$ cat src/rtl/mult_acc_pkg.sv
// mult_acc_pkg: types and constants shared by the product accumulator.
//   state_t      - frame FSM states (ACCUM collects beats, HOLD presents a result)
//   COUNT_WIDTH  - width of the per-frame beat counter
//   sat_bound()  - clamp limit for a given accumulator width and mode, as a bit
//                  pattern in the low acc_width bits of a 64-bit word
package mult_acc_pkg;

    typedef enum logic {
        ACCUM = 1'b0,
        HOLD  = 1'b1
    } state_t;

    localparam int COUNT_WIDTH = 16;

    // upper=1 gives the positive limit, upper=0 the negative limit.
    // Signed min is returned as its two's complement pattern (10...0).
    // Unsigned min is 0; it is never a clamp target because products are non-negative.
    function automatic logic [63:0] sat_bound(input int acc_width, input logic is_signed,
                                              input logic upper);
        logic [63:0] one;
        one = 64'd1;
        if (is_signed) begin
            return upper ? ((one << (acc_width - 1)) - one) : (one << (acc_width - 1));
        end
        return upper ? ((one << acc_width) - one) : 64'd0;
    endfunction

endpackage

$ cat src/rtl/mult_accumulator_sat_adder.sv
// sat_adder: combinational add of one multiplier product into the running sum.
//   base      - running sum (zero on the first beat of a frame)
//   product   - 2*WIDTH-bit product, sign- or zero-extended per is_signed
//   is_signed - frame mode
//   result    - next running sum, clamped (SATURATE=1) or wrapped (SATURATE=0)
//   overflow  - the true sum did not fit in ACC_WIDTH bits for this mode
module sat_adder
    import mult_acc_pkg::*;
#(
    parameter int WIDTH     = 8,
    parameter int ACC_WIDTH = 2 * WIDTH + 8,
    parameter bit SATURATE  = 1'b1
) (
    input  logic [ACC_WIDTH-1:0] base,
    input  logic [2*WIDTH-1:0]   product,
    input  logic                 is_signed,
    output logic [ACC_WIDTH-1:0] result,
    output logic                 overflow
);

    localparam int PAD = ACC_WIDTH + 1 - 2 * WIDTH;

    localparam logic [ACC_WIDTH-1:0] S_MAX = ACC_WIDTH'(sat_bound(ACC_WIDTH, 1'b1, 1'b1));
    localparam logic [ACC_WIDTH-1:0] S_MIN = ACC_WIDTH'(sat_bound(ACC_WIDTH, 1'b1, 1'b0));
    localparam logic [ACC_WIDTH-1:0] U_MAX = ACC_WIDTH'(sat_bound(ACC_WIDTH, 1'b0, 1'b1));

    logic [ACC_WIDTH:0] prod_ext;
    logic [ACC_WIDTH:0] base_ext;
    logic [ACC_WIDTH:0] sum;

    always_comb begin
        // One extra bit holds any sum of two in-range operands exactly.
        prod_ext = {{PAD{is_signed & product[2*WIDTH-1]}}, product};
        base_ext = {is_signed & base[ACC_WIDTH-1], base};
        sum      = base_ext + prod_ext;

        // Signed: the top two bits disagree when the value left the ACC_WIDTH range.
        if (is_signed) begin
            overflow = sum[ACC_WIDTH] ^ sum[ACC_WIDTH-1];
        end else begin
            overflow = sum[ACC_WIDTH];
        end

        result = sum[ACC_WIDTH-1:0];
        if (overflow && SATURATE) begin
            if (!is_signed) begin
                result = U_MAX;
            end else if (sum[ACC_WIDTH]) begin
                result = S_MIN;   // true sum is negative
            end else begin
                result = S_MAX;
            end
        end
    end

endmodule

$ cat src/rtl/mult_accumulator.sv
// mult_accumulator: sums multiplier products over a frame and presents the result.
//   in_valid/in_ready/in_product/in_signed/in_last - product beat input
//   out_valid/out_ready                            - frame result output
//   out_acc      - frame sum (ACC_WIDTH bits)
//   out_count    - accepted beats in the frame, saturating at all-ones
//   out_overflow - any add in the frame overflowed
// Handshake: a transfer happens on a rising edge where valid and ready are both
// high; valid does not depend on ready on either port.
module mult_accumulator
    import mult_acc_pkg::*;
#(
    parameter int WIDTH     = 8,
    parameter int ACC_WIDTH = 2 * WIDTH + 8,
    parameter bit SATURATE  = 1'b1
) (
    input  logic                   clk,
    input  logic                   rst,
    input  logic                   in_valid,
    output logic                   in_ready,
    input  logic [2*WIDTH-1:0]     in_product,
    input  logic                   in_signed,
    input  logic                   in_last,
    output logic                   out_valid,
    input  logic                   out_ready,
    output logic [ACC_WIDTH-1:0]   out_acc,
    output logic [COUNT_WIDTH-1:0] out_count,
    output logic                   out_overflow
);

    state_t state;
    state_t next_state;

    logic [ACC_WIDTH-1:0]   acc;
    logic [COUNT_WIDTH-1:0] count;
    logic                   overflow;
    logic                   in_frame;      // at least one beat of the current frame taken
    logic                   frame_signed;

    logic                   beat;
    logic                   out_fire;
    logic                   beat_signed;
    logic [ACC_WIDTH-1:0]   base;
    logic [ACC_WIDTH-1:0]   sum;
    logic                   add_ovf;
    logic [COUNT_WIDTH-1:0] count_next;
    logic                   ovf_next;

    sat_adder #(
        .WIDTH    (WIDTH),
        .ACC_WIDTH(ACC_WIDTH),
        .SATURATE (SATURATE)
    ) u_sat_adder (
        .base     (base),
        .product  (in_product),
        .is_signed(beat_signed),
        .result   (sum),
        .overflow (add_ovf)
    );

    always_comb begin
        in_ready    = (state == ACCUM) && !rst;
        out_valid   = (state == HOLD);
        beat        = in_valid && in_ready;
        out_fire    = out_valid && out_ready;
        // Mode is latched from the first beat; later in_signed values are ignored.
        beat_signed = in_frame ? frame_signed : in_signed;
        base        = in_frame ? acc : '0;
        count_next  = (&count) ? count : count + COUNT_WIDTH'(1);
        ovf_next    = overflow | add_ovf;

        next_state = state;
        case (state)
            ACCUM:   if (beat && in_last) next_state = HOLD;
            HOLD:    if (out_fire)        next_state = ACCUM;
            default: next_state = ACCUM;
        endcase
    end

    always_ff @(posedge clk) begin
        if (rst) begin
            state        <= ACCUM;
            acc          <= '0;
            count        <= '0;
            overflow     <= 1'b0;
            in_frame     <= 1'b0;
            frame_signed <= 1'b0;
            out_acc      <= '0;
            out_count    <= '0;
            out_overflow <= 1'b0;
        end else begin
            state <= next_state;
            if (beat) begin
                acc      <= sum;
                count    <= count_next;
                overflow <= ovf_next;
                in_frame <= 1'b1;
                if (!in_frame) frame_signed <= in_signed;
                if (in_last) begin
                    out_acc      <= sum;
                    out_count    <= count_next;
                    out_overflow <= ovf_next;
                end
            end else if (out_fire) begin
                acc      <= '0;
                count    <= '0;
                overflow <= 1'b0;
                in_frame <= 1'b0;
            end
        end
    end

endmodule

$ cat config.mk
export PLATFORM = sky130hd
export DESIGN_NAME = mult_accumulator
export DESIGN_NICKNAME = d
export VERILOG_FILES = /design/src/rtl/mult_acc_pkg.sv /design/src/rtl/mult_accumulator_sat_adder.sv /design/src/rtl/mult_accumulator.sv
export SDC_FILE = /design/constraint.sdc
export NUM_CORES = 1
export LEC_CHECK = 0
export ABC_AREA = 1
export CORE_UTILIZATION = 34
export CTS_BUF_LIST = sky130_fd_sc_hd__clkbuf_16
export DETAILED_ROUTE_END_ITERATION = 6
export PLACE_DENSITY = 0.59
export RECOVER_POWER = 50
export SYNTH_ARGS = -nofsm -noshare
export SYNTH_HDL_FRONTEND = slang
export SYNTH_HIERARCHICAL = 1
export SYNTH_SLANG_ARGS = --single-unit
$ cat constraint.sdc
create_clock -name clk -period 3.88 [get_ports clk]
set_clock_uncertainty 0.05 [all_clocks]
set_input_delay 0.97 -clock clk [delete_from_list [all_inputs] [get_ports clk]]
set_output_delay 0.97 -clock clk [all_outputs]
set_load 0.02 [all_outputs]
Word level (Yosys, flattened, before mapping)
Index checks and enable logic that the tools add are counted.

word-level totals
  word-level logic and storage cells = 41
  output and inout bits = 43
  input bits = 22
  flip-flop bits (word level) = 85

operators by class
  multiplexer cells = 17
  add/sub/neg operators = 2
  bitwise gates (word level) = 5
  reduce and logical (&&, ||, !) cells = 8

operators by type and width
  operator                                       number
  two-way mux 24 bit                             6
  two-way mux 16 bit                             3
  adder 25 bit                                   1
  adder 16 x 1 -> 16 bit, second input constant  1
  AND reduction 16 bit                           1
  two-way mux 1 bit                              7
  logical AND 1 bit                              4
  AND 1 bit                                      2
  one-hot mux 1 bit (2 select lines)             1
  AND reduction 2 bit                            1
  nonzero test 2 bit                             1
  logical NOT 1 bit                              1
  inverter 1 bit                                 1
  bitwise OR 1 bit                               1
  bitwise XOR 1 bit                              1

Logic depth before layout (Yosys ltp)
  depth in word-level cells = 7
  gate-level depth with buffers = 25
  mapped depth without buffers = 23

Hierarchy
Netlist, hierarchy kept.

by module, submodules not included
  module            area each (um^2)  times used  seq. area each (um^2)  cells an instance
  mult_accumulator  3793.6            1           1701.6                 529
  sat_adder         1894.3            1           0.0                    353

Worst setup path before layout
Ideal clock, no wire load.

  kind = input to register
  start = input port in_product[0]
  end = register acc[14]
  setup time = 0.070 ns
  path buffers = 1
  stages = 21
  data required time = 3.760 ns
  arrival time = 2.960 ns
  setup slack = 0.799 ns
  cells stage by stage = ha_1 inv_1 fa_1 inv_1 nand2_1 nand2_1 nand3_1 nand2_1 nand2_1 nand2_1 nand2_1 nand2_1 nand2_1 nand2_2 inv_2 nand2_4 buf_2 nand3_1 nand2_2 nand2_1 a21oi_1

on the way
  longest elaborated chain between the ends = 5
  elaborated cells between the ends (all ways) = 7
  classes of those cells = 1 x add/sub; 5 x mux; 1 x bitwise

ends and longest elaborated chain
  what                                                            line                                                                text
  start: declaration                                              mult_accumulator.sv:20                                              input logic [2*WIDTH-1:0] in_product,
  adder 25 bit *                                                  mult_accumulator_sat_adder.sv:35                                    sum = base_ext + prod_ext;
  two-way mux 24 bit / bitwise XOR 1 bit (equally long branches)  mult_accumulator_sat_adder.sv:48, mult_accumulator_sat_adder.sv:39
  two-way mux 24 bit / two-way mux 1 bit (equally long branches)  mult_accumulator_sat_adder.sv:46, mult_accumulator_sat_adder.sv:38
  two-way mux 24 bit *                                            mult_accumulator_sat_adder.sv:45                                    if (overflow && SATURATE) begin
  via sum[14]                                                     mult_accumulator.sv:43                                              logic [ACC_WIDTH-1:0] sum;
  two-way mux 24 bit *                                            mult_accumulator.sv:92                                              if (beat) begin
  end signal: assignment                                          mult_accumulator.sv:93                                              acc <= sum;
  end: declaration                                                mult_accumulator.sv:33                                              logic [ACC_WIDTH-1:0] acc;

The timed path passes the listed nets; every way through them passes the cells marked *.
A chain may end at the register's enable or synchronous reset.

Worst setup path in the final report
  start = input port in_product[0]
  end = register out_acc[17]

on the way
  longest elaborated chain between the ends = 4
  elaborated cells between the ends (all ways) = 6
  classes of those cells = 1 x add/sub; 4 x mux; 1 x bitwise

ends and longest elaborated chain
  what                    line                              text
  adder 25 bit *          mult_accumulator_sat_adder.sv:35
  bitwise XOR 1 bit       mult_accumulator_sat_adder.sv:39  overflow = sum[ACC_WIDTH] ^ sum[ACC_WIDTH-1];
  two-way mux 1 bit *     mult_accumulator_sat_adder.sv:38  if (is_signed) begin
  via add_ovf             mult_accumulator.sv:44            logic add_ovf;
  two-way mux 24 bit *    mult_accumulator_sat_adder.sv:45
  via sum[17]             mult_accumulator.sv:43
  end signal: assignment  mult_accumulator.sv:99            out_acc <= sum;
  end: declaration        mult_accumulator.sv:25            output logic [ACC_WIDTH-1:0] out_acc,

Marked as above.

==> metrics.txt <==
dpl cells 1,143; Yosys top cell area share 0.2992; P_leak 3.317 nW; Slew @ Worst Pin 1.492 ns; synthesized area per cell 6.449 um^2; dpl cell area 0.006495 mm^2; worst stage delay on the critical path 0.47 ns; Worst setup SP type input pin; synthesis-stage register bit count 85; Fin Setup TNS 0 ns; clock transition at the registers of the reported paths 0.06 ns; max frequency 286.2 MHz; area leader, netlist dfxtp_1; post-layout util 0.4209; Cell Area, Synth 0.005688 mm^2; worst endpoint required time 3.99 ns; final instance area 0.006783 mm^2; Critical Path End Type flop; Fin. Hold Viols 0; sequential area share after synthesis 0.2992; Synth cell types 39; Hold-fix buffers, CTS 0; buffers and inverters on the worst path 5; core region area 0.01612 mm^2; die height 131.3 um; Slew HR 0.005543; Power Dens Cells 341.1 mW/mm^2; VDD IR-drop max 212.6 uV; clock group share of total power 0.396; PortBufs 64; Final min period 3.494 ns; htree depth 3; post-CTS sizing 0; fraction of registers with async set/reset 0; routed wire length per instance 12.92 um; fraction of layout cells with a size suffix above 1 0.1020; Yosys warnings 6; highest routed layer met4; vias after detailed routing 5,451; crit-path max FO 8; final setup fails 0; I/O pin count 65; area grow syn2layout 19.25%; Final period util 0.9005; clk sinks 85; clock latency on the worst-skew pair 0.35 ns; # diodes 0; post-route met1 wirelength 7377 um; syn nets 922; RD Place Congestion 0.8825; worst endpoint data arrival time 3.60 ns; initial core utilization 0.3530; Num CTS Buffers 9; vias per inst 4.711; Final nets 978; part of the power in combinational logic 0.201; Post-synth EDFFs 0; fin. max-slew vios 0; CTS tree built; drt drc 0; total power 2.314 mW; Setup WS pre-CTS 0.06923 ns; Worst path slowest cell clkdlybuf4s50_1; Worst path most repeated cell nand2_1; Fillers 1,762; Root Driver clkbuf_16; status completed; Top Family by Delay on Critical Path simple AND/OR/NAND/NOR gates; initial antenna violation count 0; number of global-route vias before repair 5,226; remaining global-route overflow 0; global-route wire length before repair 25,520 um; Max Cap Violations 0; post-route ant nets 0; Crit Path Class input pin to flop; synth top area cells dfxtp_1 (30%), nand2_1 (20%), a21oi_1 (7.6%); metal2 WL 6933 um; unrepaired setup endpoints after global routing false; Post-Route WL 14,940 um; Synth Flop Type dfxtp_1; Die Span X 131.3 um; Clock Path Buffers 2; Worst Slack Setup Final 0.3859 ns; First DRT Iteration DRCs 320; Non-Filler Instances 1,157; Initial DRT Pass Iterations 4; gr usage total 0.1809; Sequential Power Share 0.403; placed wire-length estimate 10,530 um; Pint 1.643 mW; Post-CTS Setup Inserts 0; Sw Pwr 0.6710 mW; Mapped Cells 882; Routed met3 length 353 um; Fin Hold WS 0.4117 ns; crit-path cells clkdlybuf4s50_1 -> ha_1 -> inv_1 -> fa_1 -> inv_1 -> nand2_1 -> nand2_1 -> nand3_1 -> nand2_1 -> nand2_1 -> nand2_1 -> nand2_1 -> nand2_1 -> nand2_1 -> nand2_2 -> inv_2 -> nand2_4 -> nand2_4 -> nand2_4 -> buf_4 -> nand2_2 -> nand2_1 -> a21oi_1; Die Area 0.01725 mm^2; pin count of the biggest net entering global routing 69; Sw Share 0.2900; Rows 46; Hold/Removal Path Class flop to flop
## routing by layer
metal | GRT usage | vias up
li1 | - | 2895
met1 | 0.2352 | 2464
met2 | 0.3029 | 74
met3 | 0.02816 | 18
met4 | 0.06202 | 0
met5 | 0 | -
## synth_stat cells, types with 2 or more instances
master,count
nor2_1,50
or2_2,2
o21ai_0,26
a31oi_1,2
a21oi_1,86
nand2_1,298
buf_6,12
nor3_1,4
nor2_4,4
o21bai_1,8
buf_4,8
o21ai_1,3
nand3_1,57
nor2_2,2
ha_1,17
nand2_4,6
buf_2,9
dfxtp_1,85
inv_1,99
nand4_1,7
nand2_2,30
xor2_1,17
and2_1,2
a21oi_2,3
inv_2,4
o21a_1,4
nand3_2,8
clkbuf_1,11
xnor2_1,7
a41oi_1,2
## kinds of logic (layout without fill, tap and decap cells)
family / count (synthesis) / after routing / synth area share
AND/OR/NAND/NOR: 475 / 475 / 0.3751
buffers and inverters: 144 / 203 / 0.1183
XOR/XNOR: 24 / 24 / 0.03696
flip-flops: 85 / 85 / 0.2992
AO/OA/AOI/OAI: 136 / 136 / 0.1296
adder cells (fa/ha/maj): 18 / 18 / 0.04091
## area by class of cell
class                   instances  area, um^2  area share
clock buffers                   9       225.2     0.03320
clock inverters                 5       77.57     0.01144
inverters                     104       391.6     0.05774
multi-input cells             653        3302      0.4868
flip-flops and latches         85        1702      0.2509
well taps                     216       270.3     0.03984
repair buffers                 85       814.5      0.1201
## worst paths after layout
path	to	slack, ns	cells after the start	startpoint
worst max-delay path	out_acc[17]$_SDFFE_PP0P_	0.39	23	in_product[0]
worst max register to register	out_acc[17]$_SDFFE_PP0P_	0.83	21	in_frame$_SDFFE_PP0P_
worst min register to register	out_acc[3]$_SDFFE_PP0P_	0.41	2	out_acc[3]$_SDFFE_PP0P_
worst min-delay path	out_acc[3]$_SDFFE_PP0P_	0.41	2	out_acc[3]$_SDFFE_PP0P_
## registers in the layout, indices dropped and copies added (netlist names)
name	flops
acc	24
out_acc	24
count	16
out_count	16
frame_signed	1
in_frame	1
out_overflow	1
out_valid	1
overflow	1
## worst reg2reg max path, cell delays in order (launching register included)
cell     delay [ns]
dfxtp_1        0.39
buf_4          0.30
nand2_1        0.10
inv_1          0.07
ha_1           0.27
nand2_1        0.15
inv_1          0.05
a21oi_1        0.13
nand2_1        0.10
nand2_1        0.07
nand2_1        0.10
nand2_2        0.11
nand2_1        0.07
nand2_1        0.06
nand3_1        0.11
nand2_4        0.12
nand2_4        0.07
nand2_4        0.09
buf_4          0.21
nand2_2        0.07
nand2_1        0.07
a21oi_1        0.08
## placed cells by master (no fill, tap or decap), types with 9 or more instances in the layout
cell             Yosys  layout
ha_1                17      17
o21ai_0             26      25
nand2_1            298     298
nor2_1              50      51
buf_4                8      18
nand3_1             57      57
nand2_2             30      30
dlygate4sd3_1        0      42
inv_1               99      99
dfxtp_1             85      85
clkbuf_16            0       9
a21oi_1             86      87
xor2_1              17      17
clkdlybuf4s50_1      0      21
## power groups by stage
stage / Sequential, mW / Combinational (mW) / Clock [mW]
final: 0.933 / 0.465 / 0.916
after global routing: 0.938 / 0.520 / 0.980
after CTS: 0.934 / 0.476 / 0.944
after detailed placement: 0.953 / 0.473 / 0
after global placement: 0.952 / 0.473 / 0
after floorplan: 0.972 / 0.309 / 0
No activity file was read; power rests on OpenSTA's default activity.
